--- config.mk ---
export PLATFORM = sky130hd
export DESIGN_NAME = pc_gen
export DESIGN_NICKNAME = d
export VERILOG_FILES = /design/src/rtl/pc_gen.sv
export SDC_FILE = /design/constraint.sdc
export NUM_CORES = 1
export LEC_CHECK = 0
export BUFFER_PORTS_ARGS = -buffer_cell sky130_fd_sc_hd__buf_2
export CORE_MARGIN = 2
export CORE_UTILIZATION = 46
export CTS_BUF_LIST = sky130_fd_sc_hd__clkbuf_4 sky130_fd_sc_hd__clkbuf_8
export CTS_CLUSTER_DIAMETER = 200
export DETAILED_ROUTE_END_ITERATION = 16
export GPL_TIMING_DRIVEN = 0
export PLACE_DENSITY = 0.84
export SYNTH_ARGS = -nofsm -noshare
export SYNTH_HDL_FRONTEND = slang
export SYNTH_SLANG_ARGS = --single-unit
--- constraint.sdc ---
create_clock -name clk -period 2 [get_ports clk]
set_input_delay 0.2 -clock clk [delete_from_list [all_inputs] [get_ports clk]]
set_output_delay 0.2 -clock clk [all_outputs]
set_load 0.01 [all_outputs]
--- src/rtl/pc_gen.sv ---
// pc_gen: fetch-stage program counter with stall hold, trap/mret/branch redirect and IF/ID flush strobe.
// Defining PC_GEN_REDIRECT_CNT_EN builds a saturating counter of accepted redirects.
module pc_gen #(
   parameter logic [31:0] RESET_VECTOR = 32'h0000_0000,
   parameter logic [31:0] PC_INC       = 32'd4
) (
   input  logic        clk,
   input  logic        rst,
   input  logic        stall_if,
   input  logic        br_taken,
   input  logic [31:0] br_target,
   input  logic        trap_req,
   input  logic [31:0] trap_vec,
   input  logic        mret_req,
   input  logic [31:0] epc,
   output logic [31:0] pc_out,
   output logic        pc_valid,
   output logic        flush_if,
   output logic        misalign,
   output logic [31:0] redirect_cnt
);

   typedef enum logic [1:0] {
      BOOT  = 2'd0,
      RUN   = 2'd1,
      REDIR = 2'd2
   } state_t;

   state_t      r_state;
   state_t      w_state_nxt;
   logic [31:0] r_pc;
   logic [31:0] w_pc_nxt;
   logic [31:0] w_target;
   logic        w_redirect;
   logic        r_misalign;
   logic        w_misalign_nxt;

   always_ff @(posedge clk) begin
      if (rst) begin
         r_state    <= BOOT;
         r_pc       <= RESET_VECTOR;
         r_misalign <= 1'b0;
      end else begin
         r_state    <= w_state_nxt;
         r_pc       <= w_pc_nxt;
         r_misalign <= w_misalign_nxt;
      end
   end

   // Branches seen in REDIR come from the squashed slot, so only RUN honours them.
   always_comb begin
      w_state_nxt = r_state;
      w_pc_nxt    = r_pc;
      w_target    = 32'h0;
      w_redirect  = 1'b0;
      case (r_state)
         BOOT: w_state_nxt = RUN;
         RUN, REDIR: begin
            if (trap_req) begin
               w_redirect = 1'b1;
               w_target   = trap_vec;
            end else if (mret_req) begin
               w_redirect = 1'b1;
               w_target   = epc;
            end else if (br_taken && (r_state == RUN)) begin
               w_redirect = 1'b1;
               w_target   = br_target;
            end
            if (w_redirect) begin
               w_pc_nxt    = {w_target[31:2], 2'b00};
               w_state_nxt = REDIR;
            end else begin
               w_state_nxt = RUN;
               if (!stall_if) begin
                  w_pc_nxt = r_pc + PC_INC;
               end
            end
         end
         default: w_state_nxt = BOOT;
      endcase
      w_misalign_nxt = w_redirect && (w_target[1:0] != 2'b00);
   end

   assign pc_out   = r_pc;
   assign pc_valid = (r_state != BOOT);
   assign misalign = r_misalign;
   // Combinational so IF/ID clears on the same edge the PC jumps; a reset edge never flushes.
   assign flush_if = w_redirect && !rst;

`ifdef PC_GEN_REDIRECT_CNT_EN
   logic [31:0] r_redirect_cnt;

   always_ff @(posedge clk) begin
      if (rst) begin
         r_redirect_cnt <= 32'h0;
      end else if (w_redirect && (r_redirect_cnt != 32'hFFFF_FFFF)) begin
         r_redirect_cnt <= r_redirect_cnt + 32'd1;
      end
   end

   assign redirect_cnt = r_redirect_cnt;
`else
   assign redirect_cnt = 32'h0;
`endif

endmodule

==> out/qor.yml, run 1 <==
cp-start-kind: "flop"
synth_async_sr_flop_share: 0
worstReg2RegEnd: "pc_out[27]"
rsz_0062_raised_after_global_routing: "true"
number_of_cells_traversed_by_the_worst_hold_path: 2
most-common-layout-cells: "sky130_fd_sc_hd__buf_2, sky130_fd_sc_hd__buf_4, sky130_fd_sc_hd__nand2_1"
post_synth_instance_area_um2: 2910
ant_nets: 0
tritoncts: "yes"
cpMaxStageDelayCell: "sky130_fd_sc_hd__or4_4"
share_of_post_route_cells_with_drive_strength_above_1: 0.404
synth.lib_cells_used.distinct: 58
totalNegativeSetupSlack_ns: -0.0347
floorplan.die.width_um: 83.6
max_slew_margin: 0.567
final.hold.worst_slack_ns: 0.150
slowest_delay_ns: 0.49
cts_root_buf: "sky130_fd_sc_hd__clkbuf_8"
worstRegToRegCells: 8
dieArea_um2: 6990
timing_worst_setup_path_type: "flop to flop"
power-per-cell-area_nw_per_um2: 678
worst_ep_arrival_time_ns: 2.26
detail_route.iter0.violations: 390
netSwitchingPower_uw: 1210
grt.overflow.total: 0
synth_ff_type: "sky130_fd_sc_hd__dfxtp_1"
final_hold_viol_count: 0
multiInputGateArea_um2: 2110
final.min_clock_period_ns: 2.03
compound_gate_fraction_of_synth_area: 0.336
hold_class: "input port to flop"
pin_count_of_the_biggest_net_entering_global_routing: 13
failed_checks: "setup timing"
yosys_warnings: 0
initial_utilization: 0.484
synthesized_area_per_cell_um2: 7.11
leakage_uw: 0.00198
vias_per_cell: 6.12
cp_endpoint_kind: "flop"
clock_skew_ns: 0.0134
ys_seq_area_frac: 0.227
grt_pass1_vias: 3767
critical-path-top-cell-by-count: "sky130_fd_sc_hd__buf_4"
drt_drc_violations_left: 0
path_clk_slew_ns: 0.08
fillers: 540
htreeDepth: 2
setup-violations-final: 1
die_height_um: 83.6
status: "finished, violations left"
clock_sinks: 33
vias: 4108
pwr-share-comb: 0.464
top_layer: "met4"
seqCellArea_um2: 669
worst-endpoint-required_ns: 2.23
global_route_usage_over_all_layers: 0.347
route.layer.met1.wl_um: 4830
grt_first_pass_wirelength_um: 19400
number_of_enable_flip_flop_cells_after_synthesis: 0
met2_wirelength_um: 5860
power_switching_share: 0.425
design.final.nets: 702
wl_per_cell_um: 19.0
largest_family_of_logic_cells_by_synthesized_area: "compound AO/OA/AOI/OAI gates"
synth.ff_latch_count: 33
worstMarginPinSlew_ns: 0.650
regToRegStartpoint: "r_state[1]"
timing.reg2reg.setup_slack_ns: -0.03
worstPathMaxFanout: 4
antenna_cells: 0
max-vdd-ir-drop_mv: 0.409
fmax_mhz: 491
numCtsBuffers: 5
yosys.area_share.simple: 0.268
detailed_place_hpwl_um: 9430
synth_mux_area_frac: 0.00386
power.total_uw: 2860
fin_ws_ns: -0.0347
route.met3.wl_um: 1600
synthAdderAreaFrac: 0.0172
postSynthCellCount: 410
mostFrequentLayoutCell: "sky130_fd_sc_hd__buf_2"
maxSlewViolCount: 0
initial_antenna_violation_count: 0
power_report.internal_total_uw: 1640
cts_buffer_depth: 2
crit_chain: "inv_2 -> buf_4 -> ha_4 -> o21ai_4 -> buf_4 -> or4_4 -> mux2_4 -> a21oi_2"
clk_latency_ns: 0.30
power.clock.fraction: 0.191
period_share: 1.02
post_synth_xor_area_fraction: 0
io-pin-count: 169
cap_violations: 0
wl_um: 12800
floorplan.core_area_um2: 6030
min-delay-start: "trap_vec[1]"
placement.setup.worst_slack_ns: -0.619
layout-area-overhead-vs-synth_pct: 44.6
row_count: 28
power.share.sequential: 0.344
final_core_utilization: 0.699
first_pass_iters: 5
buffer_ports.inserted: 134
worst_hold_path.endpoint: "misalign"
place_congestion: 0.943
## synthesized netlist by cell type (6+ instances only)
| library cell | n | area, um2 |
|---|---|---|
| sky130_fd_sc_hd__a21oi_1 | 34 | 170 |
| sky130_fd_sc_hd__a221oi_1 | 9 | 78.8 |
| sky130_fd_sc_hd__a22oi_1 | 12 | 90.1 |
| sky130_fd_sc_hd__a31oi_1 | 13 | 81.3 |
| sky130_fd_sc_hd__and2_1 | 6 | 37.5 |
| sky130_fd_sc_hd__and3_1 | 6 | 37.5 |
| sky130_fd_sc_hd__and4_1 | 8 | 70.1 |
| sky130_fd_sc_hd__buf_2 | 7 | 35.0 |
| sky130_fd_sc_hd__buf_4 | 34 | 255 |
| sky130_fd_sc_hd__clkbuf_1 | 21 | 78.8 |
| sky130_fd_sc_hd__dfxtp_1 | 33 | 661 |
| sky130_fd_sc_hd__inv_1 | 12 | 45.0 |
| sky130_fd_sc_hd__nand2_1 | 40 | 150 |
| sky130_fd_sc_hd__nand3_1 | 19 | 95.1 |
| sky130_fd_sc_hd__nand4_1 | 8 | 50.1 |
| sky130_fd_sc_hd__nor2_1 | 21 | 78.8 |
| sky130_fd_sc_hd__nor3_1 | 12 | 60.1 |
| sky130_fd_sc_hd__nor4_1 | 6 | 37.5 |
| sky130_fd_sc_hd__o211ai_1 | 7 | 52.6 |
| sky130_fd_sc_hd__o21ai_0 | 32 | 160 |
| sky130_fd_sc_hd__o22ai_1 | 7 | 43.8 |
## per-stage QoR
stage | instance area [um2] | std cells
6_report | 4210 | 671
5_1_grt | 4210 | 671
4_1_cts | 4090 | 667
3_5_place_dp | 3800 | 652
3_3_place_gp | 3800 | 652
2_1_floorplan | 3040 | 443
## power by group through the flow
stage | Clock (uW) | Combinational, uW | Sequential, uW
2_1_floorplan | 0 | 613 | 989
3_3_place_gp | 0 | 1100 | 963
3_5_place_dp | 0 | 1110 | 971
4_1_cts | 532 | 1230 | 967
5_1_grt | 572 | 1420 | 1010
6_report | 546 | 1330 | 984
## worst max path at each step
stage / from / end / slack, ns / cells after the start
CTS: r_state[1] / flush_if / -0.01 / 8
finish: r_state[1] / pc_out[27] / -0.03 / 8
detailed placement: r_state[1] / pc_out[25] / -0.62 / 8
floorplan: r_state[1] / misalign / 0.17 / 8
global route: r_state[1] / pc_out[27] / -0.08 / 8
global placement: r_state[1] / pc_out[25] / -0.60 / 8
## metal layers
layer,vias to the layer above,GRT usage
met5,-,0
met4,0,0.133
met3,52,0.0910
met2,335,0.563
met1,1863,0.439
li1,1858,-
## what timing repair did
| action | 4_1_cts | 5_1_grt |
|---|---|---|
| pin swaps | 4 | 7 |
| gates resized for setup | 35 | 33 |
| buffers inserted | 11 | 4 |
| setup endpoints to repair | 33 | 28 |
| hold buffers | 0 | 0 |
## cells by family (layout without fill, tap and decap cells)
logic type	after synthesis	after routing
buffers and inverters	78	231
AOI/OAI and AO/OA	150	150
muxes	1	1
other	1	34
and+or+nand+nor	143	143
DFF	33	33
adders and majority gates	4	4
## sequential cells by signal, indices dropped and copies added (netlist names)
register and flops:
pc_out 30, misalign 1, r_state 2
## worst max-delay path: cells and delay by family (launching register included)
family	cells	cell delay, ns
and+or+nand+nor	1	0.49
DFF	1	0.34
buffers and inverters	3	0.33
adders and majority gates	1	0.30
muxes	1	0.30
AOI/OAI and AO/OA	2	0.21
## cell type report
type / count / area share
buffer: 62 / 0.0980
clock buffer: 6 / 0.0196
clock inverter: 1 / 0.00178
inverter: 13 / 0.0116
multi-input combinational: 332 / 0.500
sequential: 33 / 0.159
tap: 75 / 0.0223
timing repair buffer: 149 / 0.188
(Power assumes the default switching activity.)
==> inputs of run 2 (changes only) <==
CELL_PAD_IN_SITES_DETAIL_PLACEMENT = 0   (was not set)
CELL_PAD_IN_SITES_GLOBAL_PLACEMENT = 1   (was not set)
CORE_UTILIZATION = 30   (was 46)
PLACE_DENSITY = not set   (was 0.84)
PLACE_DENSITY_LB_ADDON = 0.1   (was not set)
==> run 2 against run 1 <==
Net effect:
- the flow still finishes with violations (setup timing)
- utilization decreased by 23 points
- cell count increased by 8.3%
- cell area increased by 3.4%
- clock-buffer cell count increased by 1
==> out/qor.yml, run 2 (same netlist as run 1, synthesis figures left out) <==
setup-violations-final: 1  # unchanged
final_core_utilization: 0.467  # was 0.699
vias_per_cell: 5.34  # was 6.12
grt_use_met1: 0.333  # was 0.439
fin_ws_ns: -0.0204  # was -0.0347 ns
status: "finished, violations left"  # unchanged
cp_endpoint_kind: "output port"  # was flop
initial_utilization: 0.312  # was 0.484
global_route.peak_usage_layer: "met2"  # unchanged
max_slew_margin: 0.610  # was 0.567
fmax_mhz: 495  # was 491 MHz
cpMaxStageDelayCell: "sky130_fd_sc_hd__a211o_4"  # was sky130_fd_sc_hd__or4_4
largest_register_ff_count: 30  # unchanged
final_hold_viol_count: 0  # unchanged
initial_antenna_violation_count: 0  # unchanged
min-delay-start: "trap_vec[1]"  # unchanged
worstRegToRegCells: 8  # unchanged
grt_first_pass_wirelength_um: 20000  # was 19,400 um
power.total_uw: 2930  # was 2860 uW
pin_count_of_the_biggest_net_entering_global_routing: 11  # was 13
cts_root_buf: "sky130_fd_sc_hd__clkbuf_8"  # unchanged
maxSlewViolCount: 0  # unchanged
wl_um: 13300  # was 12,800 um
crit_chain: "inv_4 -> ha_4 -> a211o_4 -> o21ai_4 -> buf_6 -> buf_8 -> nor3_4 -> buf_2"  # was inv_2 -> buf_4 -> ha_4 -> o21ai_4 -> buf_4 -> or4_4 -> mux2_4 -> a21oi_2
most-common-layout-cells: "sky130_fd_sc_hd__buf_2, sky130_fd_sc_hd__buf_4, sky130_fd_sc_hd__nand2_1"  # unchanged
htreeDepth: 2  # unchanged
period_share: 1.01  # was 1.02
floorplan.die.width_um: 103  # was 83.6 um
clk_latency_ns: 0.29  # was 0.30 ns
numCtsBuffers: 5  # unchanged
io-pin-count: 169  # unchanged
share_of_post_route_cells_with_drive_strength_above_1: 0.413  # was 0.404
grt_pass1_vias: 3700  # was 3,767
timing.reg2reg.setup_slack_ns: 0.01  # was -0.03 ns
hold_class: "input port to flop"  # unchanged
mostFrequentLayoutCell: "sky130_fd_sc_hd__buf_2"  # unchanged
antenna_cells: 0  # unchanged
path_clk_slew_ns: 0.07  # was 0.08 ns
failed_checks: "setup timing"  # unchanged
clock_skew_ns: 0.00862  # was 0.0134 ns
wl_per_cell_um: 18.3  # was 19.0 um
worst_hold_path.endpoint: "misalign"  # unchanged
first_pass_iters: 5  # unchanged
worstPathMaxFanout: 5  # was 4
die_height_um: 103  # was 83.6 um
floorplan.core_area_um2: 9330  # was 6030 um2
timing_worst_setup_path_type: "flop to output port"  # was flop to flop
detail_route.iter0.violations: 259  # was 390
ant_nets: 0  # unchanged
grt.overflow.total: 0  # unchanged
final.min_clock_period_ns: 2.02  # was 2.03 ns
regToRegStartpoint: "r_state[1]"  # unchanged
buffer_ports.inserted: 134  # unchanged
rsz_0062_raised_after_global_routing: "true"  # unchanged
tritoncts: "yes"  # unchanged
clock_sinks: 33  # unchanged
worstMarginPinSlew_ns: 0.585  # was 0.650 ns
design.final.nets: 704  # was 702
worst_ep_arrival_time_ns: 1.82  # was 2.26 ns
layout-area-overhead-vs-synth_pct: 49.5  # was 44.6%
worst-endpoint-required_ns: 1.80  # was 2.23 ns
drt_drc_violations_left: 0  # unchanged
cap_violations: 0  # unchanged
place_congestion: 0.858  # was 0.943
grt_util_met2: 0.422  # was 0.563
dieArea_um2: 10500  # was 6990 um2
row_count: 35  # was 28
vias: 3879  # was 4,108
cp-start-kind: "flop"  # unchanged
power-per-cell-area_nw_per_um2: 672  # was 678 nW/um2
totalNegativeSetupSlack_ns: -0.0204  # was -0.0347 ns
grt_util_met3: 0.0495  # was 0.0910
leakage_uw: 0.00200  # was 0.00198 uW
cts_buffer_depth: 2  # unchanged
worstReg2RegEnd: "pc_out[27]"  # unchanged
global_route_usage_over_all_layers: 0.252  # was 0.347
detailed_place_hpwl_um: 10300  # was 9430 um
slowest_delay_ns: 0.37  # was 0.49 ns
max-vdd-ir-drop_mv: 0.267  # was 0.409 mV
number_of_cells_traversed_by_the_worst_hold_path: 2  # unchanged
## run 2: cell count changes in the layout (fill, tap and decap cells not counted), sizes merged
cell	delta
clkbuf	+5
clkinvlp	-1
buf	-2
## run 2: cell type report
cell class,count,area (um2)
Fill cell,1011,4970
Timing Repair Buffer,150,798
Tap cell,129,161
Inverter,13,51.3
Multi-Input combinational cell,332,2150
Clock buffer,7,90.1
Buffer,63,432
Sequential cell,33,674
## run 2: worst max-delay path by stage
stage                 endpoint  depth (start not counted)  slack (ns)  startpoint
detailed placement  pc_out[10]                          8       -0.67  r_state[1]
global route          flush_if                          8       -0.08  r_state[1]
CTS                   flush_if                          8       -0.08  r_state[1]
floorplan             misalign                          8        0.17  r_state[1]
global placement    pc_out[25]                          8       -0.62  r_state[1]
finish                flush_if                          8       -0.02  r_state[1]
## run 2: power by group
part | switching [uW] | leakage [uW] | internal, uW
combinational | 750 | 0.00167 | 626
clock | 264 | 0.0000477 | 287
sequential | 210 | 0.000275 | 791
total | 1220 | 0.00200 | 1700
## run 2: critical path: cells and delay by family, from the launching register on
family | cells | cell delay (ns)
DFF | 1 | 0.35
and+or+nand+nor | 1 | 0.04
AOI/OAI and AO/OA | 2 | 0.53
buffers and inverters | 4 | 0.42
adders and majority gates | 1 | 0.19
## run 2: timing repair
| item | in CTS | in global routing |
|---|---|---|
| pin swaps | 4 | 8 |
| endpoints found under the setup margin | 33 | 26 |
| setup buffers | 8 | 8 |
| hold buffers | 0 | 0 |
| gates cloned | 0 | 0 |
| gates resized for setup | 40 | 43 |
## run 2: metrics by stage
| step | instance area, um2 | cells | hold slack [ns] | setup slack (ns) |
|---|---|---|---|---|
| final | 4360 | 727 | 0.133 | -0.0204 |
| after global routing | 4360 | 727 | 0.142 | -0.0793 |
| after CTS | 4160 | 720 | 0.131 | -0.0779 |
| after detailed placement | 3870 | 706 | 0.436 | -0.673 |
| after global placement | 3870 | 706 | 0.431 | -0.623 |
| after floorplan | 3040 | 443 | 0.345 | 0.171 |
## run 2: layer usage
layer	part of all wire	wire (um)
met1	0.43	5690
met2	0.47	6270
met3	0.085	1130
met4	0.016	211
met5	0	0
==> inputs of run 3 (changes only) <==
BUFFER_PORTS_ARGS = -buffer_cell sky130_fd_sc_hd__buf_4   (was -buffer_cell sky130_fd_sc_hd__buf_2)
SKIP_LAST_GASP = 1   (was not set)
==> run 3 against run 2 <==
Net effect:
- the run still ends with setup timing left
- combinational power grew 5%
- power grew 1.5%
- clock skew shrank 0.00084 ns
- non-clock buffer count is the same
- worst setup slack gained 0.017 ns
- sequential share of layout area shrank 1.0 points
- clock-buffer cell count shrank 1
- die area is the same
- critical path type unchanged
- critical endpoint unchanged
- largest power group unchanged
==> out/qor.yml, run 3 (same netlist as run 1, synthesis figures left out) <==
number_of_cells_traversed_by_the_worst_hold_path: 2  # unchanged
first_pass_iters: 5  # unchanged
min-delay-start: "trap_vec[1]"  # unchanged
worstPathMaxFanout: 4  # was 5
met2_wirelength_um: 6290  # was 6270 um
timing.reg2reg.setup_slack_ns: 0.01  # about the same
route.layer.met1.wl_um: 5690  # about the same
finish.instance_area_um2: 4600  # was 4360 um2
cts_buffer_depth: 2  # unchanged
floorplan.core_area_um2: 9330  # unchanged
power-per-cell-area_nw_per_um2: 646  # was 672 nW/um2
setup-violations-final: 1  # unchanged
max_slew_margin: 0.576  # was 0.610
floorplan.die.width_um: 103  # unchanged
multiInputGateArea_um2: 2090  # was 2150 um2
cp_endpoint_kind: "output port"  # unchanged
io-pin-count: 169  # unchanged
initial_antenna_violation_count: 0  # unchanged
leakage_uw: 0.00208  # was 0.00200 uW
detailed_place_hpwl_um: 10300  # about the same
clock_skew_ns: 0.00778  # was 0.00862 ns
seqCellArea_um2: 666  # was 674 um2
cts_hold_buffers: 0  # unchanged
top_layer: "met4"  # unchanged
detail_route.iter0.violations: 294  # was 259
pwr-share-comb: 0.487  # was 0.470
clock_sinks: 33  # unchanged
layout-area-overhead-vs-synth_pct: 57.9  # was 49.5%
worst_hold_path.endpoint: "misalign"  # unchanged
power_switching_share: 0.411  # was 0.418
timing_worst_setup_path_type: "flop to output port"  # unchanged
vias_per_cell: 5.35  # was 5.34
power_report.internal_total_uw: 1750  # was 1700 uW
cp-start-kind: "flop"  # unchanged
clk_latency_ns: 0.30  # was 0.29 ns
final.hold.worst_slack_ns: 0.131  # was 0.133 ns
period_share: 1.00  # was 1.01
antenna_cells: 0  # unchanged
largest_register_ff_count: 30  # unchanged
cts_root_buf: "sky130_fd_sc_hd__clkbuf_8"  # unchanged
max-vdd-ir-drop_mv: 0.319  # was 0.267 mV
vias: 3898  # was 3,879
maxSlewViolCount: 0  # unchanged
worstReg2RegEnd: "pc_out[27]"  # unchanged
power.total_uw: 2970  # was 2930 uW
drt_drc_violations_left: 0  # unchanged
wl_per_cell_um: 18.3  # about the same
failed_checks: "setup timing"  # unchanged
ant_nets: 0  # unchanged
rsz_0062_raised_after_global_routing: "true"  # unchanged
buffer_ports.inserted: 134  # unchanged
design.final.nets: 704  # unchanged
status: "finished, violations left"  # unchanged
totalNegativeSetupSlack_ns: -0.00318  # was -0.0204 ns
final_core_utilization: 0.493  # was 0.467
worst_ep_arrival_time_ns: 1.80  # was 1.82 ns
numCtsBuffers: 5  # unchanged
worst-endpoint-required_ns: 1.80  # about the same
worstMarginPinSlew_ns: 0.635  # was 0.585 ns
final.min_clock_period_ns: 2.00  # was 2.02 ns
power.share.sequential: 0.333  # was 0.342
grt_pass1_vias: 3710  # was 3,700
fin_ws_ns: -0.00318  # was -0.0204 ns
grt_first_pass_wirelength_um: 19700  # was 20,000 um
mostFrequentLayoutCell: "sky130_fd_sc_hd__buf_4"  # was sky130_fd_sc_hd__buf_2
wl_um: 13300  # about the same
share_of_post_route_cells_with_drive_strength_above_1: 0.397  # was 0.413
grt.overflow.total: 0  # unchanged
dpl-instance-area_um2: 4210  # was 3870 um2
path_clk_slew_ns: 0.07  # about the same
htreeDepth: 2  # unchanged
row_count: 35  # unchanged
final_hold_viol_count: 0  # unchanged
worstRegToRegCells: 7  # was 8
fmax_mhz: 499  # was 495 MHz
pin_count_of_the_biggest_net_entering_global_routing: 13  # was 11
regToRegStartpoint: "r_state[1]"  # unchanged
netSwitchingPower_uw: 1220  # about the same
die_height_um: 103  # unchanged
initial_utilization: 0.312  # unchanged
fillers: 946  # was 1,011
place_congestion: 0.884  # was 0.858
dieArea_um2: 10500  # unchanged
tritoncts: "yes"  # unchanged
hold_class: "input port to flop"  # unchanged
power.clock.fraction: 0.180  # was 0.188
cap_violations: 0  # unchanged
most-common-layout-cells: "sky130_fd_sc_hd__buf_4, sky130_fd_sc_hd__nand2_1, sky130_fd_sc_hd__conb_1"  # was sky130_fd_sc_hd__buf_2, sky130_fd_sc_hd__buf_4, sky130_fd_sc_hd__nand2_1
route.met3.wl_um: 1110  # was 1130 um
global_route_usage_over_all_layers: 0.246  # was 0.252
==> run 3: cell type report <==
class,count,share of cell area
buffer,62,0.0892
timing repair buffer,151,0.248
clock buffer,6,0.0166
multi-input combinational,332,0.454
inverter,13,0.0106
sequential,33,0.145
tap,129,0.0351
clock inverter,2,0.00218
==> run 3: timing repair <==
item	in CTS	in global routing
pin swaps	7	4
resized for setup	33	30
setup endpoints to repair	33	27
buffers inserted	12	5
==> run 3: worst max-delay path by stage <==
stage | startpoint | endpoint | slack [ns] | cells after the start
after floorplan | r_state[1] | misalign | 0.17 | 8
after global placement | r_state[1] | pc_out[10] | -0.64 | 8
after detailed placement | r_state[0] | pc_out[10] | -0.61 | 7
after CTS | r_state[1] | flush_if | -0.07 | 8
after global routing | pc_out[3] | pc_out[30] | -0.08 | 7
final | r_state[1] | flush_if | -0.003 | 8
==> run 3: critical path: stages (launching register included) <==
cell	delay, ns
sky130_fd_sc_hd__dfxtp_2	0.33
sky130_fd_sc_hd__inv_2	0.05
sky130_fd_sc_hd__ha_4	0.19
sky130_fd_sc_hd__a211o_4	0.37
sky130_fd_sc_hd__o21ai_4	0.16
sky130_fd_sc_hd__buf_6	0.13
sky130_fd_sc_hd__buf_8	0.10
sky130_fd_sc_hd__nor3_2	0.04
sky130_fd_sc_hd__buf_4	0.14
==> run 3: stage by stage <==
stage,cells,worst slack (ns)
after global routing,728,-0.0826
after global placement,706,-0.640
final,728,-0.00318
after floorplan,443,0.171
after detailed placement,706,-0.608
after CTS,724,-0.0718
==> run 3: power by group through the flow <==
stage / combinational, uW / clock [uW] / sequential (uW)
finish: 1450 / 535 / 990
global route: 1550 / 564 / 1010
CTS: 1370 / 537 / 972
detailed placement: 1240 / 0 / 982
global placement: 1230 / 0 / 978
floorplan: 613 / 0 / 989
==> run 3: metal layers <==
metal  vias to the layer above  track usage
met2                       250        0.413
met3                        22       0.0393
met1                      1755        0.330
met4                         0       0.0615
met5                         -            0
li1                       1871            -
